$ cat config.mk
export PLATFORM = sky130hd
export DESIGN_NAME = mod_unit
export DESIGN_NICKNAME = d
export VERILOG_FILES = /design/src/rtl/mod_unit.sv
export SDC_FILE = /design/constraint.sdc
export NUM_CORES = 1
export LEC_CHECK = 0
export BUFFER_PORTS_ARGS = -buffer_cell sky130_fd_sc_hd__buf_4
export CAP_MARGIN = 20
export CORE_MARGIN = 2
export CORE_UTILIZATION = 35
export CTS_CLUSTER_SIZE = 25
export DETAILED_ROUTE_END_ITERATION = 6
export SLEW_MARGIN = 20
export SYNTH_ARGS = -nofsm -noshare
export SYNTH_HDL_FRONTEND = slang
export SYNTH_SLANG_ARGS = --single-unit
$ cat constraint.sdc
create_clock -name clk -period 7.6 [get_ports clk]
set_input_delay 0.38 -clock clk [delete_from_list [all_inputs] [get_ports clk]]
set_output_delay 0.38 -clock clk [all_outputs]
set_load 0.02 [all_outputs]
$ cat src/rtl/mod_unit.sv
// -----------------------------------------------------------------------------
// mod_unit -- sequential modular-reduction responder.
//
// Reduces a signed 128-bit operand to its canonical residue in [0, PRIME-1]
// with a bit-serial restoring shift-subtract loop that consumes one operand
// bit per cycle, MSB first. A request is accepted in IDLE. The block then
// spends 128 cycles in RUN and 1 cycle in FIX, and pulses moddone for 1 cycle
// in DONE before returning to IDLE.
//
// Ports:
//   clk        rising-edge clock
//   rst_n      synchronous reset, active HIGH (name kept for the codebase)
//   helpmod    request strobe, level-sensitive, honoured only in IDLE
//   mod_a      128-bit operand (two's complement when neg_mod_a=1)
//   neg_mod_a  operand sign
//   mod_result 64-bit residue, updated only on FIX->DONE, held afterwards
//   moddone    one-cycle registered completion pulse
// -----------------------------------------------------------------------------
module mod_unit #(
   parameter logic [63:0] PRIME = 64'd18446744073709551557
) (
   input  logic         clk,
   input  logic         rst_n,
   input  logic         helpmod,
   input  logic [127:0] mod_a,
   input  logic         neg_mod_a,
   output logic [63:0]  mod_result,
   output logic         moddone
);

   localparam int DATA_W = 64;
   localparam int OPND_W = 128;

   typedef enum logic [1:0] {IDLE, RUN, FIX, DONE} state_t;

   state_t              state;
   state_t              state_nxt;
   logic [6:0]          cnt;
   logic [DATA_W-1:0]   r;
   logic [DATA_W-1:0]   res;
   logic [OPND_W-1:0]   mag;
   logic                sign;

   // Magnitude of the operand. Negating -2^127 wraps back to the 2^127 bit
   // pattern, which is the correct magnitude when read as unsigned.
   function automatic logic [OPND_W-1:0] magnitude(
      input logic signed [OPND_W-1:0] opnd,
      input logic                     neg
   );
      logic signed [OPND_W-1:0] m;
      m = neg ? -opnd : opnd;
      return m;
   endfunction

   // One restoring step: shift in the next bit, subtract PRIME if it fits.
   // acc < PRIME on entry, so the 65-bit value is < 2*PRIME and a single
   // conditional subtract restores acc < PRIME.
   function automatic logic [DATA_W-1:0] reduce_step(
      input logic [DATA_W-1:0] acc,
      input logic              bit_in
   );
      logic [DATA_W:0] t;
      logic [DATA_W:0] d;
      t = {acc, bit_in};
      d = t - {1'b0, PRIME};
      if (t >= {1'b0, PRIME}) return d[DATA_W-1:0];
      return t[DATA_W-1:0];
   endfunction

   // Fold the sign back in. A zero residue stays zero for either sign.
   function automatic logic [DATA_W-1:0] canon(
      input logic [DATA_W-1:0] acc,
      input logic              neg
   );
      if (neg && (acc != '0)) return PRIME - acc;
      return acc;
   endfunction

   // State register
   always_ff @(posedge clk) begin
      if (rst_n) state <= IDLE;
      else       state <= state_nxt;
   end

   always_comb begin
      state_nxt = state;
      case (state)
         IDLE:    if (helpmod) state_nxt = RUN;
         RUN:     if (cnt == 7'd0) state_nxt = FIX;
         FIX:     state_nxt = DONE;
         DONE:    state_nxt = IDLE;
         default: state_nxt = IDLE;
      endcase
   end

   // Operand latch: pure data, captured only on the accepting edge
   always_ff @(posedge clk) begin
      if ((state == IDLE) && helpmod && !rst_n)
         mag <= magnitude(mod_a, neg_mod_a);
   end

   // Reduction loop, result register and completion pulse
   always_ff @(posedge clk) begin
      if (rst_n) begin
         r       <= '0;
         cnt     <= '0;
         sign    <= 1'b0;
         res     <= '0;
         moddone <= 1'b0;
      end else begin
         // Registered decode of "entering DONE": never glitches, one cycle wide
         moddone <= (state == FIX);
         case (state)
            IDLE: begin
               if (helpmod) begin
                  sign <= neg_mod_a;
                  r    <= '0;
                  cnt  <= 7'd127;
               end
            end
            RUN: begin
               r   <= reduce_step(r, mag[cnt]);
               cnt <= cnt - 7'd1;
            end
            FIX:     res <= canon(r, sign);
            default: ;
         endcase
      end
   end

   assign mod_result = res;

endmodule

; ---- Word level (Yosys, flattened, before mapping)
; Cells that the tools add are included.
[totals]
out_inout_bits = 65
elab_cells = 49
reg_bits = 267
in_bits = 132
[classes]
add_sub_neg = 4
n_lt_le_gt_ge = 2
n_eq_ne = 5
n_reduce_logical = 11
muxes = 20
[ops]
columns = op, n
row1 = 64-bit two-way mux, 5
row2 = 128-bit two-way mux, 1
row3 = 128-bit negation, 1
row4 = 64-bit case mux with 2 select lines, 1
row5 = 65-bit by 64-bit greater-or-equal comparator with 1-bit output (second input constant), 1
row6 = 64-bit nonzero test, 1
row7 = 64-bit subtractor (first input constant), 1
row8 = 64-bit subtractor (second input constant), 1
row9 = 7-bit case mux with 2 select lines, 1
row10 = 7-bit by 8-bit less-than comparator with 1-bit output (second input constant), 1
row11 = 2-bit case mux with 4 select lines, 1
row12 = 1-bit binary-select mux with 7-bit select, 1
row13 = 7-bit zero test, 1
row14 = 1-bit two-way mux, 7
row15 = 7-bit two-way mux, 1
row16 = 7-bit by 1-bit subtractor with 7-bit output (second input constant), 1
row17 = 2-bit AND reduction, 3
row18 = 2-bit == test (second input constant), 2
row19 = 2-bit two-way mux, 2
row20 = 2-bit inequality test (second input constant), 2
row21 = 1-bit logical AND, 3
row22 = 2-bit by 1-bit == test with 1-bit output (second input constant), 1
row23 = 2-bit zero test, 1
row24 = 2-bit nonzero test, 1
row25 = 1-bit zero test, 1

; ---- Longest topological paths before layout
; Gate-level depths: netlist (run 1).
[depth]
ltp_word = 8
depth_mapped = 19
ltp_nobuf = 15

; ---- Worst setup path before layout (run 1)
; OpenSTA, ideal clock, no wires.
[synth_path]
path_kind = input -> register
start = input rst_n
end = register mag[0], enable pin
setup_time_ps = 616
arrival_ps = 6281
t_required_ps = 6984
setup_slack_ps = 703
n_path_buf = 3
path_stages = 4
path_cell_list = clkbuf_1 -> clkbuf_1 -> buf_1 -> nor2_1
[synth_via]
elab_chain_cells = 2
[synth_lines]
columns = item, line_no
row1 = "start, declared", 23  ; input logic rst_n,
row2 = 1-bit zero test, 98  ; if ((state == IDLE) && helpmod && !rst_n)
row3 = 1-bit logical AND, 98
row4 = "end signal, assigned", 99  ; mag <= magnitude(mod_a, neg_mod_a);
row5 = "end, declared", 41  ; logic [OPND_W-1:0] mag;
; No other way between the ends.
; A chain may end at the register's enable or synchronous reset.

; ---- Final worst setup path (run 1)
[layout_path]
start = register cnt[0]
end = register r[5]
[layout_via]
elab_chain_cells = 8
elab_cells_between_ends = 10
classes_between = 1 x add/sub / 1 x order compare / 8 x mux
[layout_lines]
columns = item, line_no
row1 = "start, declared", 38  ; logic [6:0] cnt;
row2 = "start signal, assigned", 123  ; cnt <= cnt - 7'd1;
row3 = 1-bit binary-select mux with 7-bit select *, 122  ; r <= reduce_step(r, mag[cnt]);
row4 = 1-bit two-way mux (implied by the code) *, 122
row5 = 65-bit by 64-bit greater-or-equal comparator with 1-bit output, 66  ; if (t >= {1'b0, PRIME}) return d[DATA_W-1:0];
row6 = 1-bit two-way mux, 66
row7 = 1-bit two-way mux, 113  ; case (state)
row8 = 1-bit two-way mux, 104  ; if (rst_n) begin
row9 = 64-bit two-way mux *, 67  ; return t[DATA_W-1:0];
row10 = 64-bit case mux with 2 select lines *, 113
row11 = "end signal, assigned", 122
row12 = "end, declared", 39  ; logic [DATA_W-1:0] r;
; Mark *: on every way between the ends. The rest lies on a longest branch, timed or not. The select of a mux whose other input is x is not followed.

==> run metrics, run 1 <==
gp weighted congestion 0.976; Core Rows 77; area leader, netlist edfxtp_1; DRT Pass-1 Iters 5; Filler Cell Count 4322; crit-path max cell delay 0.80 ns; final setup skew 0.0130 ns; Clk pin slew, worst setup/hold paths 0.06 ns; worst endpoint required time 8.07 ns; complex-gate fraction of the synthesized area 14.1%; worst-margin pin slew 1.21 ns; DRC 0; #FFs+latches synth 267; hold-fix buffers at CTS 0; CTS sink count 267; WL/cell 20.4 µm; worst skew pair latency 0.59 ns; ys async rst share 0%; CTS tree yes; synth cell count leaders nand2_1 (180), xnor2_1 (158), dfxtp_1 (139); Post-Syn Instances 1696; switching power 1.71 mW; Overall Global Routing Usage 20.8%; Flop pwr share 38.9%; CP Capture Type register; vias in the first global route 12889; Pwr Total 4.99 mW; 1st-iter DRT viols 1241; Post-synth EDFFs 128; Yosys warnings 0; ranking of synthesized cells by area edfxtp_1 (24%), dfxtp_1 (18%), xnor2_1 (8.8%); WL final 49400 µm; Final Cycle Share 69.1%; Crit Path Max Fanout 30; Hold Crit Class in -> reg; most common cell in the synthesized netlist nand2_1; crit path cell chain mux4_2 -> a22o_1 -> nor4_1 -> nor3_1 -> a211oi_1 -> nor2_1 -> ha_1 -> and4_1 -> a31oi_1 -> nand3_1 -> buf_4 -> a21boi_0 -> mux2i_1 -> a211o_1; Final #Nets 1951; fin cells 2424; Cell Pwr Density 268 nW/µm²; Setup Buffers After CTS 0; dpl hpwl 36900 µm; maximum vdd drop 192 µV; Worst Path Buf+Inv 1; Post-Synth XOR/XNOR Area 13.6%; power share of the clock group 29.2%; Synth Area in Adders 0.797%; post-synth top area share 24.5%; unrepaired setup endpoints after global routing no; Post-synth top flop dfxtp_1; Die Height 216 µm; clock buffer count from CTS 30; post-synthesis mux area share 5.37%; Final ANT Viol Nets 0; final hold violations 0; Area Overhead vs Synth 18.6%; status finished clean; Sw Share 34.3%; Seq. cell area 6630 µm²; Net Count, Synth 1838; clk buf depth 3; final setup vio count 0; first-pass GRT wire length 76100 µm; synth unique cells 65; H-Tree Depth 1; largest net degree at the start of global routing 130; vias 13520; slowest stage cell, crit path dfxtp_2; CP delay by family, top simple AND/OR/NAND/NOR gates; full die area 46500 µm²; CP startpoint kind register; Gates resized, CTS repair 0; proportion of layout cells with a drive suffix above 1 17.7%; Synth Area in Simple Gates 20.0%; Critical Path AT 5.72 ns; syn_area_per_cell 9.25 µm²; Clock Root Buffer clkbuf_16; initial antenna violation count 0; area of the multi-input gates 8540 µm²; die width 216 µm; Cells after DPL 2369; crit path kind reg -> reg; ant diodes 0; Max Slew Vio Count 0; Fmax 190 MHz; leakage power 6.04 nW; Mapped Area 15700 µm²; Int Power 3.28 mW; I/O pin count 197; final setup TNS 0 ns; Final min period 5.25 ns; max-cap viol count 0; largest family of logic cells by synthesized area simple AND/OR/NAND/NOR gates; grt ovf 0; core area 44200 µm²; via-per-instance ratio 5.58; Initial Util 35.5%; I/O Buffers 196; sequential share of the synthesized area 42.2%; max-slew headroom at the worst pin 18.7%; Comb pwr share 31.9%
==> path summary, 6_finish.rpt <==
path	startpoint	end	slack (ns)	cells after the start
worst max register to register	cnt[0]	r[5]	2.35	14
worst min register to register	mod_result[19]	mod_result[19]	0.48	2
worst min-delay path	mod_a[0]	mag[0]	0.02	1
worst max-delay path	cnt[0]	r[5]	2.35	14
==> per-stage QoR <==
step	setup WS [ns]	util [%]	hold WS [ns]	area, µm²
floorplan	0.703	-	0.450	15700
global placement	2.59	39.8	0.478	17600
detailed placement	2.39	39.8	0.480	17600
CTS	2.38	42.1	0.00390	18600
global route	2.02	42.1	0.0143	18600
finish	2.35	42.1	0.0225	18600
==> kinds of logic (layout without fill, tap and decap cells) <==
kind of cell,count (synthesis),in the layout
flops,267,267
mux,61,61
buf+inv,161,297
simple gates,621,621
xor+xnor,243,243
fa+ha+maj,10,10
compound gates,333,333
==> per-layer routing <==
| metal | share of wire (%) | vias up | wire (µm) | track usage [%] |
|---|---|---|---|---|
| li1 | - | 6470 | - | - |
| met1 | 43 | 6418 | 21500 | 28.3 |
| met2 | 46 | 536 | 22700 | 33.1 |
| met3 | 7.2 | 96 | 3560 | 3.79 |
| met4 | 3.3 | 0 | 1630 | 7.06 |
| met5 | 0 | - | 0 | 0 |
==> cells in the final DEF, fill, tap and decap left out, types with 26 or more instances in the layout <==
| cell type | netlist | final |
|---|---|---|
| buf_4 | 0 | 214 |
| nand2_1 | 180 | 180 |
| xnor2_1 | 158 | 158 |
| dfxtp_1 | 139 | 138 |
| edfxtp_1 | 128 | 128 |
| o21ai_0 | 124 | 124 |
| nor2_1 | 118 | 115 |
| xor2_1 | 85 | 85 |
| nand3_1 | 54 | 54 |
| nand4_1 | 53 | 53 |
| o31ai_1 | 50 | 50 |
| a211oi_1 | 49 | 49 |
| nor4_1 | 42 | 42 |
| or3_1 | 39 | 39 |
| mux2i_1 | 37 | 37 |
| nor3_1 | 35 | 34 |
| clkbuf_16 | 0 | 30 |
| inv_1 | 27 | 27 |
| or4_1 | 26 | 26 |
==> power by group through the flow <==
stage,registers (mW),clock network (mW),logic (mW)
3_5_place_dp,1.97,0,1.60
4_1_cts,1.94,1.49,1.60
5_1_grt,1.97,1.55,1.73
6_report,1.94,1.46,1.59
3_3_place_gp,1.97,0,1.57
2_1_floorplan,2.02,0,0.983
==> area by class of cell <==
| cell class | instances | area share [%] |
|---|---|---|
| multi-input cells | 1268 | 45.9 |
| flip-flops and latches | 267 | 35.6 |
| repair buffers | 215 | 8.69 |
| clock buffers | 38 | 4.30 |
| well taps | 592 | 3.98 |
| clock inverters | 17 | 0.995 |
| inverters | 27 | 0.545 |
==> state kept, by name, summed over array words and instances, names as in the netlist <==
name        count
state           2
mod_result     64
sign            1
r              64
cnt             7
mag           128
moddone         1
No activity file was read; power rests on OpenSTA's default activity.
==> inputs of run 2 (changes only) <==
==> constraint.sdc (replaced) <==
create_clock -name clk -period 5.2 [get_ports clk]
set_input_delay 0.26 -clock clk [delete_from_list [all_inputs] [get_ports clk]]
set_output_delay 0.26 -clock clk [all_outputs]
set_load 0.02 [all_outputs]
==> run 2 against run 1 <==
Net effect: first-iteration DRC count fell by 3.8%; non-clock buffer count grew 118; highest routed layer unchanged; sequential power increased by 44%; largest cell class unchanged.
==> run metrics, run 2 (synthesis results as in run 1) <==
Worst Hold Depth 2 (+1); final hold violations 0 (unchanged); most frequent cells in the layout buf_4 (223), nand2_1 (180), xnor2_1 (158), dfxtp_1 (138), edfxtp_1 (128); CP Capture Type register; final setup skew 0.0185 ns (+0.00555 ns); r2r startpoint cnt[0]; worst-margin pin slew 1.13 ns (-0.0844 ns); I/O pin count 197 (unchanged); status finished clean; Critical Path AT 4.64 ns (-1.08 ns); CTS tree yes; slowest stage cell, crit path or4_1; Die Height 216 µm (unchanged); Setup Buffers After CTS 0 (unchanged); crit path kind in -> reg; I/O Buffers 196 (unchanged); max-slew headroom at the worst pin 24.0% (+5.3 points); hold-fix buffers at CTS 106 (+106); initial antenna violation count 0 (unchanged); maximum vdd drop 332 µV (+73%); WL final 51700 µm (+4.8%); clock buffer count from CTS 31 (+3.3%); crit path cell chain dlygate4sd3_1 -> buf_4 -> or4_1 -> nor4_1 -> nand3_1 -> or3_1 -> or2_2 -> or4_1 -> or3_1 -> o41ai_2 -> xnor2_1; CP startpoint kind input port; ant diodes 0 (unchanged); top sig layer met4; Final min period 4.32 ns; CTS sink count 267 (unchanged); dpl hpwl 37500 µm (+1.7%); Setup WS post-layout 0.882 ns (-1.46 ns); Clock Root Buffer clkbuf_16; setup slack at placement 0.876 ns (-1.51 ns); Final ANT Viol Nets 0 (unchanged); Area Overhead vs Synth 26.9%; DR WL met3 3280 µm (-7.7%); r2r setup slk 0.89 ns (-1.46 ns); DRT Pass-1 Iters 7 (+2); final setup vio count 0 (unchanged); post-route core utilization 45.0% (+2.9 points); H-Tree Depth 1 (unchanged); worst endpoint required time 5.53 ns (-2.54 ns); WL/cell 20.3 µm (-0.18%); Worst Reg2Reg Path Length in Cells 16 (+2); Fin Hold WS 0.0220 ns (-0.000578 ns); first-pass GRT wire length 79900 µm (+5.0%); RR Endpoint r[5]; via-per-instance ratio 5.51 (-1.3%); Overall Global Routing Usage 21.7% (+0.96 points); Gates resized, CTS repair 0 (unchanged); most common cell after layout, fill and taps aside buf_4; 1st-iter DRT viols 1194 (-3.8%); final setup TNS 0 ns (unchanged); Core Rows 77 (unchanged); DRC 0 (unchanged); max FFs per register 128 (unchanged); grt ovf 0 (unchanged); Pwr Total 7.65 mW (+53%); vias 14009 (+3.6%); Fmax 232 MHz; leakage power 6.59 nW (+9.1%); worst skew pair latency 0.60 ns (about the same); Top reg by flops mag; clk buf depth 3 (unchanged); Final #Nets 2070 (+6.1%); core area 44200 µm² (unchanged); gp weighted congestion 0.909 (-6.9%); largest net degree at the start of global routing 130 (unchanged); Worst Hold End mag[67]; Clk pin slew, worst setup/hold paths 0.06 ns (about the same); Hold Crit Class in -> reg; Crit Path Max Fanout 4 (-87%); worst hold start mod_a[67]; max-cap viol count 0 (unchanged); Final Cycle Share 83.0%; proportion of layout cells with a drive suffix above 1 17.4% (-0.32 points); Max Slew Vio Count 0 (unchanged); full die area 46500 µm² (unchanged); Routed met2 length 24300 µm (+6.7%); Filler Cell Count 4188 (-3.1%); unrepaired setup endpoints after global routing no; die width 216 µm (unchanged); Initial Util 35.5% (unchanged); crit-path max cell delay 0.57 ns (-0.23 ns); WL met1 22500 µm (+4.9%); Cell Pwr Density 384 nW/µm² (+43%); vias in the first global route 13681 (+6.1%)
run 2: changes by cell type in the layout (fill, tap and decap cells not counted), sizes merged:
cell and delta:
clkinvlp +3, clkbuf -6, dlygate4sd3 +106, buf +12, bufinv +3, inv +2
run 2: metal layers:
metal	vias up	GRT usage, %
li1	6710	-
met1	6647	28.7
met2	550	36.6
met3	102	3.35
met4	0	6.55
met5	-	0
run 2: worst max path at each step:
stage	end	slack, ns	from	depth (start not counted)
floorplan	mag[0]	0.59	rst_n	4
global placement	mag[108]	0.92	mod_a[50]	10
detailed placement	mag[124]	0.88	mod_a[50]	10
CTS	r[5]	0.85	cnt[0]	16
global route	r[5]	0.49	cnt[0]	16
finish	mag[124]	0.88	mod_a[48]	11
run 2: per-stage QoR:
stage / std cells / instance area (µm²)
after detailed placement: 2381 / 17700
after floorplan: 1696 / 15700
after CTS: 2544 / 19900
after global routing: 2544 / 19900
after global placement: 2380 / 17700
final: 2544 / 19900
run 2: power breakdown:
group / switching (mW) / internal, mW / leakage (nW)
Clock: 0.960 / 1.40 / 0.526
Combinational: 1.45 / 1.05 / 3.75
Sequential: 0.205 / 2.58 / 2.31
Total: 2.61 / 5.04 / 6.59
run 2: cell type report:
| cell class | count | area [µm²] | area share [%] |
|---|---|---|---|
| multi-input cells | 1268 | 8520 | 42.8 |
| repair buffers | 333 | 2810 | 14.1 |
| clock buffers | 32 | 779 | 3.92 |
| flip-flops and latches | 267 | 6630 | 33.3 |
| inverters | 27 | 101 | 0.509 |
| well taps | 592 | 741 | 3.72 |
| clock inverters | 25 | 325 | 1.63 |
run 2: worst max-delay path, delay by kind of cell:
family,cells,cell delay [ns]
AOI/OAI and AO/OA,1,0.34
xor gates and xnor gates,1,0.12
buffers and inverters,2,0.69
and+or+nand+nor,7,3.22
==> inputs of run 3 (changes only) <==
==> constraint.sdc (replaced) <==
create_clock -name clk -period 4.2 [get_ports clk]
set_input_delay 0.21 -clock clk [delete_from_list [all_inputs] [get_ports clk]]
set_output_delay 0.21 -clock clk [all_outputs]
set_load 0.02 [all_outputs]
==> run 3 against run 2 <==
Net effect: non-clock buffer count rose by 56; critical path depth fell by 1; first-iteration DRC count fell by 7.4%; register-to-register slack got worse by 0.59 ns; utilization rose by 1.2 points; sequential share of layout area fell by 0.85 points; highest routed layer unchanged.
==> run metrics, run 3 (synthesis results as in run 1) <==
largest net degree at the start of global routing 130 (unchanged); I/O Buffers 196 (unchanged); core area 44200 µm² (unchanged); final hold violations 0 (unchanged); Comb pwr share 34.3% (+1.6 points); Initial Util 35.5% (unchanged); worst endpoint required time 4.55 ns (-0.98 ns); WL final 52600 µm (+1.7%); Cell Pwr Density 466 nW/µm² (+21%); most common cell after layout, fill and taps aside buf_4; Final #Nets 2126 (+2.7%); worst skew pair latency 0.60 ns (about the same); Final ANT Viol Nets 0 (unchanged); max-cap viol count 0 (unchanged); leakage power 6.86 nW (+4.1%); final setup TNS 0 ns (unchanged); CTS sink count 267 (unchanged); Worst Path Buf+Inv 2 (unchanged); CP Capture Type register; Clk pin slew, worst setup/hold paths 0.06 ns (about the same); Top reg by flops mag; 1st-iter DRT viols 1106 (-7.4%); CP most frequent cell or4_4; worst-margin pin slew 1.08 ns (-0.0450 ns); Final Cycle Share 97.7%; first-pass GRT wire length 81800 µm (+2.4%); via-per-instance ratio 5.49 (-0.26%); proportion of layout cells with a drive suffix above 1 18.4% (+1.0 points); Max Slew Vio Count 0 (unchanged); Cells after DPL 2409 (+1.2%); power share of the clock group 29.9% (-1.0 points); Hold Crit Class in -> reg; Die Height 216 µm (unchanged); ant diodes 0 (unchanged); Area Overhead vs Synth 30.2%; max-slew headroom at the worst pin 27.5% (+3.5 points); vias 14286 (+2.0%); Critical Path AT 4.45 ns (-0.19 ns); Int Power 6.31 mW (+25%); initial antenna violation count 0 (unchanged); Clock Root Buffer clkbuf_16; die width 216 µm (unchanged); unrepaired setup endpoints after global routing no; dpl hpwl 38000 µm (+1.2%); maximum vdd drop 388 µV (+17%); CTS tree yes; Overall Global Routing Usage 22.2% (+0.49 points); CP delay by family, top simple AND/OR/NAND/NOR gates; I/O pin count 197 (unchanged); most frequent cells in the layout buf_4 (248), nand2_1 (180), xnor2_1 (158), dfxtp_1 (138), dlygate4sd3_1 (131); max FFs per register 128 (unchanged); H-Tree Depth 1 (unchanged); Core Rows 77 (unchanged); Final min period 4.11 ns; final setup vio count 0 (unchanged); DRC 0 (unchanged); status finished clean; clock buffer count from CTS 31 (unchanged); vias in the first global route 13891 (+1.5%); clk buf depth 3 (unchanged); crit-path max cell delay 0.62 ns (+0.05 ns); final setup skew 0.0157 ns (-0.00280 ns); crit path kind in -> reg; WL/cell 20.2 µm (-0.49%); slowest stage cell, crit path or4_4; Fmax 244 MHz; switching power 3.20 mW (+23%); DRT Pass-1 Iters 6 (-1); fin cells 2601 (+2.2%); Flop pwr share 35.8% (-0.6 points); full die area 46500 µm² (unchanged); Crit Path Max Fanout 7 (+3); gp weighted congestion 0.955 (+5.1%); CP startpoint kind input port; crit path cell chain dlygate4sd3_1 -> buf_4 -> or4_1 -> or3_1 -> or3_1 -> or4_4 -> or4_4 -> or4_4 -> o41ai_4 -> xnor2_1; grt ovf 0 (unchanged); Sw Share 33.7% (-0.47 points)
run 3: layout make-up:
cell class / instances / area [µm²]
tap: 592 / 741
inverter: 27 / 101
multi-input combinational: 1268 / 8520
clock buffer: 44 / 875
sequential: 267 / 6630
clock inverter: 14 / 198
timing repair buffer: 389 / 3360
fill: 4150 / 23800
run 3: per-stage QoR:
step,cell area [µm²],power (mW),hold slack (ns),setup slack (ns),util [%]
floorplan,15700,5.40,0.309,0.341,-
global placement,18000,6.58,0.415,0.182,40.7
detailed placement,18000,6.62,0.417,0.129,40.7
CTS,20400,9.58,0.197,0.161,46.1
global route,20400,10.0,0.243,0.0160,46.2
finish,20400,9.52,0.212,0.0948,46.2
run 3: final timing paths:
path / startpoint / to / slack, ns / cells after the start
min: rst_n / moddone / 0.21 / 2
min reg2reg: mod_result[63] / mod_result[63] / 0.47 / 2
max: mod_a[62] / mag[118] / 0.09 / 10
max reg2reg: cnt[0] / r[5] / 0.30 / 14
run 3: power by group through the flow:
stage | logic, mW | clock network, mW | registers (mW)
after floorplan | 1.78 | 0 | 3.62
after global placement | 3.12 | 0 | 3.46
after detailed placement | 3.15 | 0 | 3.47
after CTS | 3.25 | 2.91 | 3.42
after global routing | 3.55 | 3.01 | 3.46
final | 3.26 | 2.85 | 3.41
run 3: repair_timing:
item,4_1_cts,5_1_grt
hold buffers,131,0
gates resized for setup,0,4
endpoints found under the hold margin,129,0
endpoints found under the setup margin,0,40
setup buffers,0,2
run 3: worst reg2reg max path, stage by stage (launching register included):
cell and delay (ns):
dfxtp_2 0.37, buf_12 0.22, mux4_2 0.54, mux2i_1 0.33
o21ai_0 0.18, or2_2 0.33, a211oi_1 0.27, nor2_1 0.10
ha_1 0.19, and4_1 0.17, a31oi_1 0.20, nand3_1 0.20
a21boi_0 0.23, mux2i_1 0.19, a211o_1 0.28
run 3: layer usage:
metal	track usage, %	vias up	routed length (µm)
li1	-	6802	-
met1	29.3	6733	22000
met2	36.8	620	24900
met3	3.45	131	3750
met4	8.30	0	2040
met5	0	-	0
